==> src/rtl/stack_arbiter.sv <==
// rtl/stack_arbiter.sv - two-port arbiter for a shared LIFO stack; STACK_ARB_PRIO_EN selects fixed priority
module stack_arbiter #(
  parameter int DW    = 4,
  parameter int DEPTH = 8,
  parameter int CW    = 4
) (
  input  logic          Clk,
  input  logic          RstN,
  input  logic          req0_valid,
  input  logic          req0_op,
  input  logic [DW-1:0] req0_data,
  output logic          req0_ready,
  input  logic          req1_valid,
  input  logic          req1_op,
  input  logic [DW-1:0] req1_data,
  output logic          req1_ready,
  output logic          rsp0_valid,
  output logic [DW-1:0] rsp0_data,
  output logic          rsp0_err,
  output logic          rsp1_valid,
  output logic [DW-1:0] rsp1_data,
  output logic          rsp1_err,
  output logic          stk_push,
  output logic          stk_pop,
  output logic [DW-1:0] stk_din,
  input  logic [DW-1:0] stk_dout,
  output logic [CW-1:0] count,
  output logic          full,
  output logic          empty
);

  typedef enum logic [1:0] {IDLE, ISSUE, WAIT, RESP} state_e;

  state_e        state_q;
  logic          op_q;
  logic          port_q;
  logic [DW-1:0] data_q;
  logic [CW-1:0] count_q;
  logic          rsp_valid_q;
  logic          rsp_err_q;
  logic [DW-1:0] rsp_data_q;
  logic          stk_push_q;
  logic          stk_pop_q;

  logic          gnt_valid;
  logic          gnt_port;
  logic          gnt_op;
  logic [DW-1:0] gnt_data;
  logic          gnt_err;

`ifdef STACK_ARB_PRIO_EN
  // Fixed priority: port 0 wins whenever it is requesting
  always_comb begin
    gnt_port = ~req0_valid;
  end
`else
  logic last_q;

  // Round-robin: on contention grant the port that did not win last time
  always_comb begin
    if (req0_valid && req1_valid) begin
      gnt_port = ~last_q;
    end else begin
      gnt_port = ~req0_valid;
    end
  end
`endif

  assign gnt_valid  = (state_q == IDLE) && (req0_valid || req1_valid);
  assign gnt_op     = gnt_port ? req1_op : req0_op;
  assign gnt_data   = gnt_port ? req1_data : req0_data;
  assign full       = (count_q == CW'(DEPTH));
  assign empty      = (count_q == '0);
  // Error requests are resolved from the shadow count, never the stack
  assign gnt_err    = gnt_op ? empty : full;

  assign req0_ready = gnt_valid && !gnt_port;
  assign req1_ready = gnt_valid && gnt_port;

  assign rsp0_valid = rsp_valid_q && !port_q;
  assign rsp1_valid = rsp_valid_q && port_q;
  assign rsp0_data  = rsp0_valid ? rsp_data_q : '0;
  assign rsp1_data  = rsp1_valid ? rsp_data_q : '0;
  assign rsp0_err   = rsp0_valid && rsp_err_q;
  assign rsp1_err   = rsp1_valid && rsp_err_q;

  assign stk_push   = stk_push_q;
  assign stk_pop    = stk_pop_q;
  assign stk_din    = stk_push_q ? data_q : '0;
  assign count      = count_q;

  // Request sequencer: accept, strobe the stack, collect data, respond
  always_ff @(posedge Clk or negedge RstN) begin
    if (!RstN) begin
      state_q     <= IDLE;
      op_q        <= 1'b0;
      port_q      <= 1'b0;
      data_q      <= '0;
      count_q     <= '0;
      rsp_valid_q <= 1'b0;
      rsp_err_q   <= 1'b0;
      rsp_data_q  <= '0;
      stk_push_q  <= 1'b0;
      stk_pop_q   <= 1'b0;
`ifndef STACK_ARB_PRIO_EN
      last_q      <= 1'b1;
`endif
    end else begin
      rsp_valid_q <= 1'b0;
      stk_push_q  <= 1'b0;
      stk_pop_q   <= 1'b0;
      case (state_q)
        IDLE: begin
          if (gnt_valid) begin
            op_q   <= gnt_op;
            port_q <= gnt_port;
            data_q <= gnt_data;
`ifndef STACK_ARB_PRIO_EN
            last_q <= gnt_port;
`endif
            if (gnt_err) begin
              rsp_valid_q <= 1'b1;
              rsp_err_q   <= 1'b1;
              rsp_data_q  <= '0;
              state_q     <= RESP;
            end else begin
              stk_push_q <= ~gnt_op;
              stk_pop_q  <= gnt_op;
              state_q    <= ISSUE;
            end
          end
        end
        ISSUE: begin
          if (op_q) begin
            count_q <= count_q - 1'b1;
            state_q <= WAIT;
          end else begin
            count_q     <= count_q + 1'b1;
            rsp_valid_q <= 1'b1;
            rsp_err_q   <= 1'b0;
            rsp_data_q  <= '0;
            state_q     <= RESP;
          end
        end
        WAIT: begin
          rsp_valid_q <= 1'b1;
          rsp_err_q   <= 1'b0;
          rsp_data_q  <= stk_dout;
          state_q     <= RESP;
        end
        default: begin
          state_q <= IDLE;
        end
      endcase
    end
  end

endmodule
==> config.mk <==
export PLATFORM = sky130hd
export DESIGN_NAME = stack_arbiter
export DESIGN_NICKNAME = d
export VERILOG_FILES = /design/src/rtl/stack_arbiter.sv
export SDC_FILE = /design/constraint.sdc
export NUM_CORES = 1
export LEC_CHECK = 0
export CORE_ASPECT_RATIO = 0.7
export CORE_MARGIN = 5
export CORE_UTILIZATION = 55
export DETAILED_ROUTE_END_ITERATION = 8
export DONT_BUFFER_PORTS = 1
export PLACE_DENSITY = 0.84
export SLEW_MARGIN = 20
export SYNTH_ARGS = -nofsm -noshare
export SYNTH_HDL_FRONTEND = slang
export SYNTH_SLANG_ARGS = --single-unit
==> constraint.sdc <==
create_clock -name Clk -period 1.5 [get_ports Clk]
set_input_delay 0.375 -clock Clk [delete_from_list [all_inputs] [get_ports Clk]]
set_output_delay 0.375 -clock Clk [all_outputs]
set_load 0.02 [all_outputs]
======== Yosys cells after proc, flatten, opt, wreduce, memory -nomap -nowiden ========
Cells that the tools add are included.
word-level totals
  register bits ........................... 21
  output and inout port bits .............. 26
  logic and storage cells ................. 68
cells by class
  reduce and logical (&&, ||, !) cells .... 16
  bitwise logic cells ..................... 3
  eq/ne operators ......................... 6
  $add $sub $neg .......................... 2
  muxes and demuxes ....................... 30
operators with widths
  operator                                             count
  2-to-1 mux 4 bit                                     8
  2-to-1 mux 1 bit                                     16
  case mux 4 bit (3 select lines)                      1
  logical AND 1 bit                                    8
  inequality test 2 bit, second input constant         3
  case mux 1 bit (3 select lines)                      2
  case mux 2 bit (3 select lines)                      1
  adder 4 x 1 -> 4 bit, second input constant          1
  equality test 4 bit, second input constant           1
  zero test 4 bit                                      1
  2-to-1 mux 2 bit                                     2
  AND reduction 4 bit                                  1
  subtractor 4 x 1 -> 4 bit, second input constant     1
  NOT 1 bit                                            3
  nonzero test 3 bit                                   1
  equality test 2 x 1 -> 1 bit, second input constant  1
  equality test 2 bit, second input constant           1
  zero test 1 bit                                      2
  zero test 2 bit                                      1
  AND reduction 2 bit                                  1
  logical OR 1 bit                                     1

======== Logic depth before layout (Yosys ltp) ========
Gate-level depths: netlist (run 1).
  word-level depth ........................ 7
  gate-level depth with buffers ........... 6

======== Worst setup path before layout (run 1) ========
OpenSTA, ideal clock, no wires.
  kind .................................... register to output
  start point ............................. register state_q[0]
  end point ............................... output req1_ready
  cell stages (with the launch flop) ...... 5
  arrival ................................. 1.354 ns
  required time ........................... 1.125 ns
  buffers on the path ..................... 0
  setup slack ............................. -0.229 ns
  path through ............................ dfrtp_1 inv_1 ha_1 o21ai_1 a21oi_1
on the way
  longest elaborated chain between the ends .. 3
ends and longest elaborated chain
  item                    line  RTL
  from (decl)             34    state_e state_q;
  from (signal assigned)  95    state_q <= IDLE;
  from (signal assigned)  125   state_q <= RESP;
  from (signal assigned)  129   state_q <= ISSUE;
  zero test 2 bit         69    assign gnt_valid = (state_q == IDLE) && (req0_valid || req1_valid);
  logical AND 1 bit       69
  logical AND 1 bit       78    assign req1_ready = gnt_valid && gnt_port;
  to (decl)               16    output logic req1_ready,
No other way between the ends.

======== Worst setup path in the final report (run 1) ========
  start point ............................. register last_q
  end point ............................... register rsp_err_q
on the way
  longest elaborated chain between the ends .. 6
ends and longest elaborated chain
  item                             line  RTL
  from (decl)                      57    logic last_q;
  from (signal assigned)           119   last_q <= gnt_port;
  NOT 1 bit                        62    gnt_port = ~last_q;
  2-to-1 mux 1 bit                 61    if (req0_valid && req1_valid) begin
  2-to-1 mux 1 bit                 70    assign gnt_op = gnt_port ? req1_op : req0_op;
  2-to-1 mux 1 bit                 75    assign gnt_err = gnt_op ? empty : full;
  inequality test 2 bit (no line)  n/a
  AND reduction 4 bit (no line)    n/a
  to (signal assigned)             101   rsp_err_q <= 1'b0;
  to (signal assigned)             123   rsp_err_q <= 1'b1;
  to (signal assigned)             140   rsp_err_q <= 1'b0;
  to (decl)                        40    logic rsp_err_q;
No other way between the ends.
A chain may end at the register's enable or synchronous reset.

==> out/qor.txt, run 1 <==
R2r setup slk = -0.26 ns
Clock Skews = 0.00877 ns
Hold Path Class = in2async
Clock Sinks = 21
Pwr dens = 2470 mW/mm2
Setup tns final = -2.95 ns
CP startpoint = last_q
Clock tree root buffer cell = clkbuf_4
Initial Util = 0.579
Total GRT Usage = 0.233
CTS tree = done
Post-Syn Nets = 144
RSZ-0062 raised after global routing = true
Final wirelength = 4200 um
Reg-to-reg startpoint = last_q
Remaining antenna violation count = 0
Via count = 1,137
Layout fillers = 116
Mean Syn Cell Area = 10.5 um2
Worst-skew pair later-pin latency = 0.31 ns
Setup crit end = rsp_err_q
Post-synth ARST share = 1.00
Total Nets Final = 182
Maximum vdd drop = 1.30 mV
Crit path DAT = 1.98 ns
Largest net degree at the start of global routing = 22
GRT overflow = 0
Worst EP required = 1.73 ns
CP Class = reg2reg
Via density = 6.05
Hold Vio Cnt, Final = 0
Synth cell count leaders = dfrtp_1 (20), inv_1 (15), and2_1 (11), nand2_1 (8)
Yosys warnings = 0
Max Cap Viol = 0
Number of global-route vias before repair = 1,168
Cell accounting for the most synthesized area = dfrtp_1
Largest cells by area after synthesis = dfrtp_1 (40%), ha_1 (6.0%), mux2i_1 (5.6%)
First-pass GRT wire length = 5740 um
Post-synthesis register bit count = 21
Layout cells sized above 1 = 0.545
Setup-failing EPs final = 22
Cells after Synth = 119
Top_reg_cell synth = dfrtp_1
Seq/Total Area, Yosys = 0.422
WL/cell = 22.4 um
Fin crit period = 1.76 ns
Gp weighted congestion = 0.769
Critical path peak fanout = 5
R2R cell count = 6
Post-route clock period utilization = 1.17
Worst slew pin tran = 0.478 ns
Synth cell types = 36
Final Non-Filler Cells = 188
Post-Syn Area = 0.00125 mm2
Area growth, synth to finish = 44.1%
Core area = 0.00215 mm2
Failing checks = negative setup slack
Die width = 66.9 um
Clk buf depth = 2
# IOs = 44
Relative slew slack = 0.681
Register clock-pin slew on the reported worst setup and hold paths = 0.13 ns
Crit. End Element = flip-flop
DP Cell Count = 165
Post-DP HPWL = 2340 um
Max Clk Rate = 569 MHz
H-tree lvl count = 1
DP Area = 0.00144 mm2
Cts bufs inserted = 3
Die area = 0.00334 mm2
Setup ws final = -0.258 ns
Worst r2r dst = rsp_err_q
Final instance area = 0.00180 mm2
Status = finished, violations left
Startpoint types = flip-flop
Remaining DRCs = 0
Number of synthesized flops with an enable pin = 0
Top cell type's share of synthesized area = 0.401
Pleak = 0.000832 uW
1st-pass router iterations = 4
Die Y = 49.8 um
Iteration-0 DRC Markers = 92
# diodes = 0
Row cnt = 14
Max-slew violations = 0
Initial antenna violation count = 0
Hold WS = 0.00285 ns
Most frequent cell after synthesis = dfrtp_1
PortBufs = 0
-- stage by stage --
stage	power, uW	util	worst slack (ns)
after global routing	4670	0.834	-0.322
final	4430	0.834	-0.258
after CTS	3860	0.775	-0.219
after detailed placement	3130	0.670	-0.0842
after global placement	2990	0.670	-0.0118
after floorplan	2550	-	-0.0102
-- where the power goes --
group	internal, uW	switching, uW	total (uW)	leakage [uW]
Sequential	844	276	1120	0.000253
Clock	104	180	284	0.0000150
Combinational	1530	1500	3030	0.000564
-- area by class of cell --
| class | count | area (um2) | share of cell area |
|---|---|---|---|
| inverters | 15 | 56.3 | 0.0313 |
| clock buffers | 4 | 26.3 | 0.0146 |
| flip-flops and latches | 21 | 533 | 0.296 |
| multi-input cells | 79 | 811 | 0.451 |
| repair buffers | 37 | 332 | 0.184 |
| well taps | 32 | 40.0 | 0.0223 |
-- worst max-delay path, stage by stage (launching register included) --
cell and delay (ns):
dfstp_2 0.57, nand2b_4 0.14, buf_6 0.10, and4b_1 0.26
o31ai_4 0.10, a21oi_4 0.27, mux2i_1 0.24
-- kinds of logic (layout without fill, tap and decap cells) --
logic type,after synthesis,count (layout),share of synthesized area
AOI/OAI and AO/OA,22,22,0.140
xor gates and xnor gates,4,4,0.0281
adders and majority gates,7,7,0.0762
buffers and inverters,19,56,0.0692
DFF,21,21,0.422
muxes,8,8,0.0652
and+or+nand+nor,38,38,0.199
-- what timing repair did --
item,CTS,global route
setup buffers,13,5
resized for setup,33,27
setup endpoints to repair,25,30
pin swaps,18,19
hold buffers,1,0
gates cloned,0,0
endpoints found under the hold margin,21,0
-- cells in the final DEF, fill, tap and decap left out, types with 2 or more instances in the layout --
cell type,instances
a21oi_1,3
a21oi_2,3
a21oi_4,2
a222oi_1,4
and2_1,4
and2_4,7
and3_4,6
buf_4,21
buf_6,15
clkbuf_4,3
dfrtp_1,15
dfrtp_2,5
ha_1,3
ha_4,3
inv_1,12
inv_2,3
mux2i_1,6
nand2_1,8
nand2b_4,2
o21ai_1,2
xnor2_1,3
-- flip-flops by register name (all words and copies together) (netlist names) --
name and flops:
rsp_valid_q 1, data_q 4, stk_pop 1, stk_push 1
rsp_data_q 4, port_q 1, rsp_err_q 1, last_q 1
count 4, op_q 1, state_q 2
-- how the worst min path moves through the flow --
| stage | slack [ns] | cells past startpoint | endpoint | startpoint |
|---|---|---|---|---|
| floorplan | 0.08 | 0 | count[0] | RstN |
| global placement | 0.08 | 0 | state_q[0] | RstN |
| detailed placement | 0.08 | 0 | rsp_data_q[1] | RstN |
| CTS | 0.12 | 1 | last_q | req0_valid |
| global route | 0.03 | 1 | rsp_data_q[1] | RstN |
| finish | 0.003 | 1 | data_q[3] | RstN |
-- per-layer routing --
layer / track usage / share of wire / routed length [um] / up-vias
met5: 0 / 0 / 0 / -
met4: 0.0842 / 0.049 / 207 / 0
li1: - / - / - / 484
met2: 0.438 / 0.49 / 2050 / 66
met3: 0.0500 / 0.079 / 331 / 20
met1: 0.252 / 0.38 / 1610 / 567
Note: power is estimated with default switching activity, not from simulation.
==> inputs of run 2 (changes only) <==
--- a/config.mk
+++ b/config.mk
@@ -5,12 +5,14 @@
 export SDC_FILE = /design/constraint.sdc
 export NUM_CORES = 1
 export LEC_CHECK = 0
-export CORE_ASPECT_RATIO = 0.7
+export CELL_PAD_IN_SITES_DETAIL_PLACEMENT = 1
+export CELL_PAD_IN_SITES_GLOBAL_PLACEMENT = 1
+export CORE_ASPECT_RATIO = 1.5
 export CORE_MARGIN = 5
-export CORE_UTILIZATION = 55
+export CORE_UTILIZATION = 42
 export DETAILED_ROUTE_END_ITERATION = 8
 export DONT_BUFFER_PORTS = 1
-export PLACE_DENSITY = 0.84
+export PLACE_DENSITY = 0.85
 export SLEW_MARGIN = 20
 export SYNTH_ARGS = -nofsm -noshare
 export SYNTH_HDL_FRONTEND = slang
==> out/qor.txt, run 2 (synthesis gave the netlist of run 1 again) <==
Status = finished, violations left
Failing checks = negative setup slack
Met1 usage = 0.189
Via count = 1,030
Via density = 5.31
CP Class = reg2out
Hold depth = 1
Worst slew pin tran = 0.951 ns
Max Clk Rate = 606 MHz
Largest net degree at the start of global routing = 22
M2 GR Usage = 0.343
Critical path peak fanout = 6
Commonest non-fill, non-tap cells in the layout = buf_4 (30), dfrtp_1 (17), inv_1 (11)
Met3 usage = 0.0194
Top Usage Layer GRT = met2
# diodes = 0
Setup ws final = -0.151 ns
Iteration-0 DRC Markers = 41
Worst-skew pair later-pin latency = 0.26 ns
Final wirelength = 3460 um
Most common cell after layout, fill and taps aside = buf_4
Max Cap Viol = 0
Clk buf depth = 2
Relative slew slack = 0.366
CTS tree = done
Remaining antenna violation count = 0
Setup tns final = -0.895 ns
Clock Skews = 0.00376 ns
R2r setup slk = -0.10 ns
RSZ-0062 raised after global routing = true
Post-route clock period utilization = 1.10
Row cnt = 24
CP max stage delay = 0.53 ns
Cts bufs inserted = 3
First-pass GRT wire length = 5560 um
Post-Place Setup Slack = -0.119 ns
Layout cells sized above 1 = 0.503
Clock Sinks = 21
Slowest cell on crit path = dfstp_2
R2R cell count = 5
Gp weighted congestion = 0.720
Worst r2r dst = rsp_data_q[3]
CP startpoint = last_q
Hold Path Class = in2reg
Register clock-pin slew on the reported worst setup and hold paths = 0.07 ns
Number of global-route vias before repair = 1,152
Reg-to-reg startpoint = state_q[0]
Die area = 0.00418 mm2
1st-pass router iterations = 5
Post-DP HPWL = 2490 um
Clock tree root buffer cell = clkbuf_8
Power Total = 4150 uW
GRT overflow = 0
Startpoint types = flip-flop
HP Start = req0_valid
Initial Util = 0.433
Pwr dens = 2360 mW/mm2
Setup-failing EPs final = 10
Critical Path, Cell by Cell = nand2b_4, buf_6, and3_4
PortBufs = 0
Worst EP required = 1.12 ns
Die Y = 76.7 um
Max-slew violations = 0
# IOs = 44
Core area = 0.00288 mm2
Remaining DRCs = 0
WL/cell = 17.8 um
Die width = 54.5 um
Fin crit period = 1.65 ns
Hold Vio Cnt, Final = 0
Total Nets Final = 181
Hold Path End = last_q
Total GRT Usage = 0.178
Maximum vdd drop = 1.21 mV
Crit path DAT = 1.28 ns
Crit. End Element = primary output
H-tree lvl count = 1
Area growth, synth to finish = 40.7%
Initial antenna violation count = 0
Pleak = 0.000828 uW
-- run 2: cell count changes in the layout (fill, tap and decap cells not counted), moves of 5 or more --
cell,change
and3_4,-5
and3_1,+5
buf_6,-11
buf_4,+9
-- run 2: critical path: cells and delay by family, from the launching register on --
family | cells | cell delay, ns
flip-flops | 1 | 0.53
buffers and inverters | 1 | 0.10
AND/OR/NAND/NOR | 2 | 0.38
-- run 2: metrics by stage --
stage	util	instances	cell area (um2)	hold slack, ns
4_1_cts	0.571	188	1650	0.192
6_report	0.609	194	1760	0.205
2_1_floorplan	-	119	1300	0.0794
3_5_place_dp	0.509	174	1470	0.0801
3_3_place_gp	0.509	174	1470	0.0801
5_1_grt	0.609	194	1760	0.193
-- run 2: worst max path at each step --
| stage | end | slack, ns | depth (start not counted) |
|---|---|---|---|
| 2_1_floorplan | rsp_data_q[0] | -0.01 | 6 |
| 3_3_place_gp | rsp_data_q[0] | -0.03 | 6 |
| 3_5_place_dp | rsp_data_q[3] | -0.12 | 6 |
| 4_1_cts | req0_ready | -0.15 | 3 |
| 5_1_grt | req1_ready | -0.23 | 5 |
| 6_report | req0_ready | -0.15 | 3 |
-- run 2: final cells by class --
class                      instances  area, um2
fill                             313       1130
clock buffer                       4       45.0
multi-input combinational         79        772
tap                               39       48.8
sequential                        21        531
inverter                          15       56.3
timing repair buffer              36        303
-- run 2: repair_timing --
item / in CTS / in global routing
hold buffers: 1 / 0
cloned: 0 / 0
endpoints found under the hold margin: 21 / 0
setup buffers: 9 / 6
pin swaps: 7 / 7
gates resized for setup: 22 / 14
setup endpoints to repair: 20 / 28
-- run 2: report_power, final --
part           total, uW  internal [uW]  switching, uW
clock network        376            189            187
logic               2640           1380           1260
registers           1130            840            290
-- run 2: metal layers --
| layer | part of all wire | wire length, um | vias up |
|---|---|---|---|
| met3 | 0.038 | 130 | 5 |
| met5 | 0 | 0 | - |
| met2 | 0.60 | 2070 | 29 |
| li1 | - | - | 480 |
| met1 | 0.35 | 1230 | 516 |
| met4 | 0.011 | 37 | 0 |
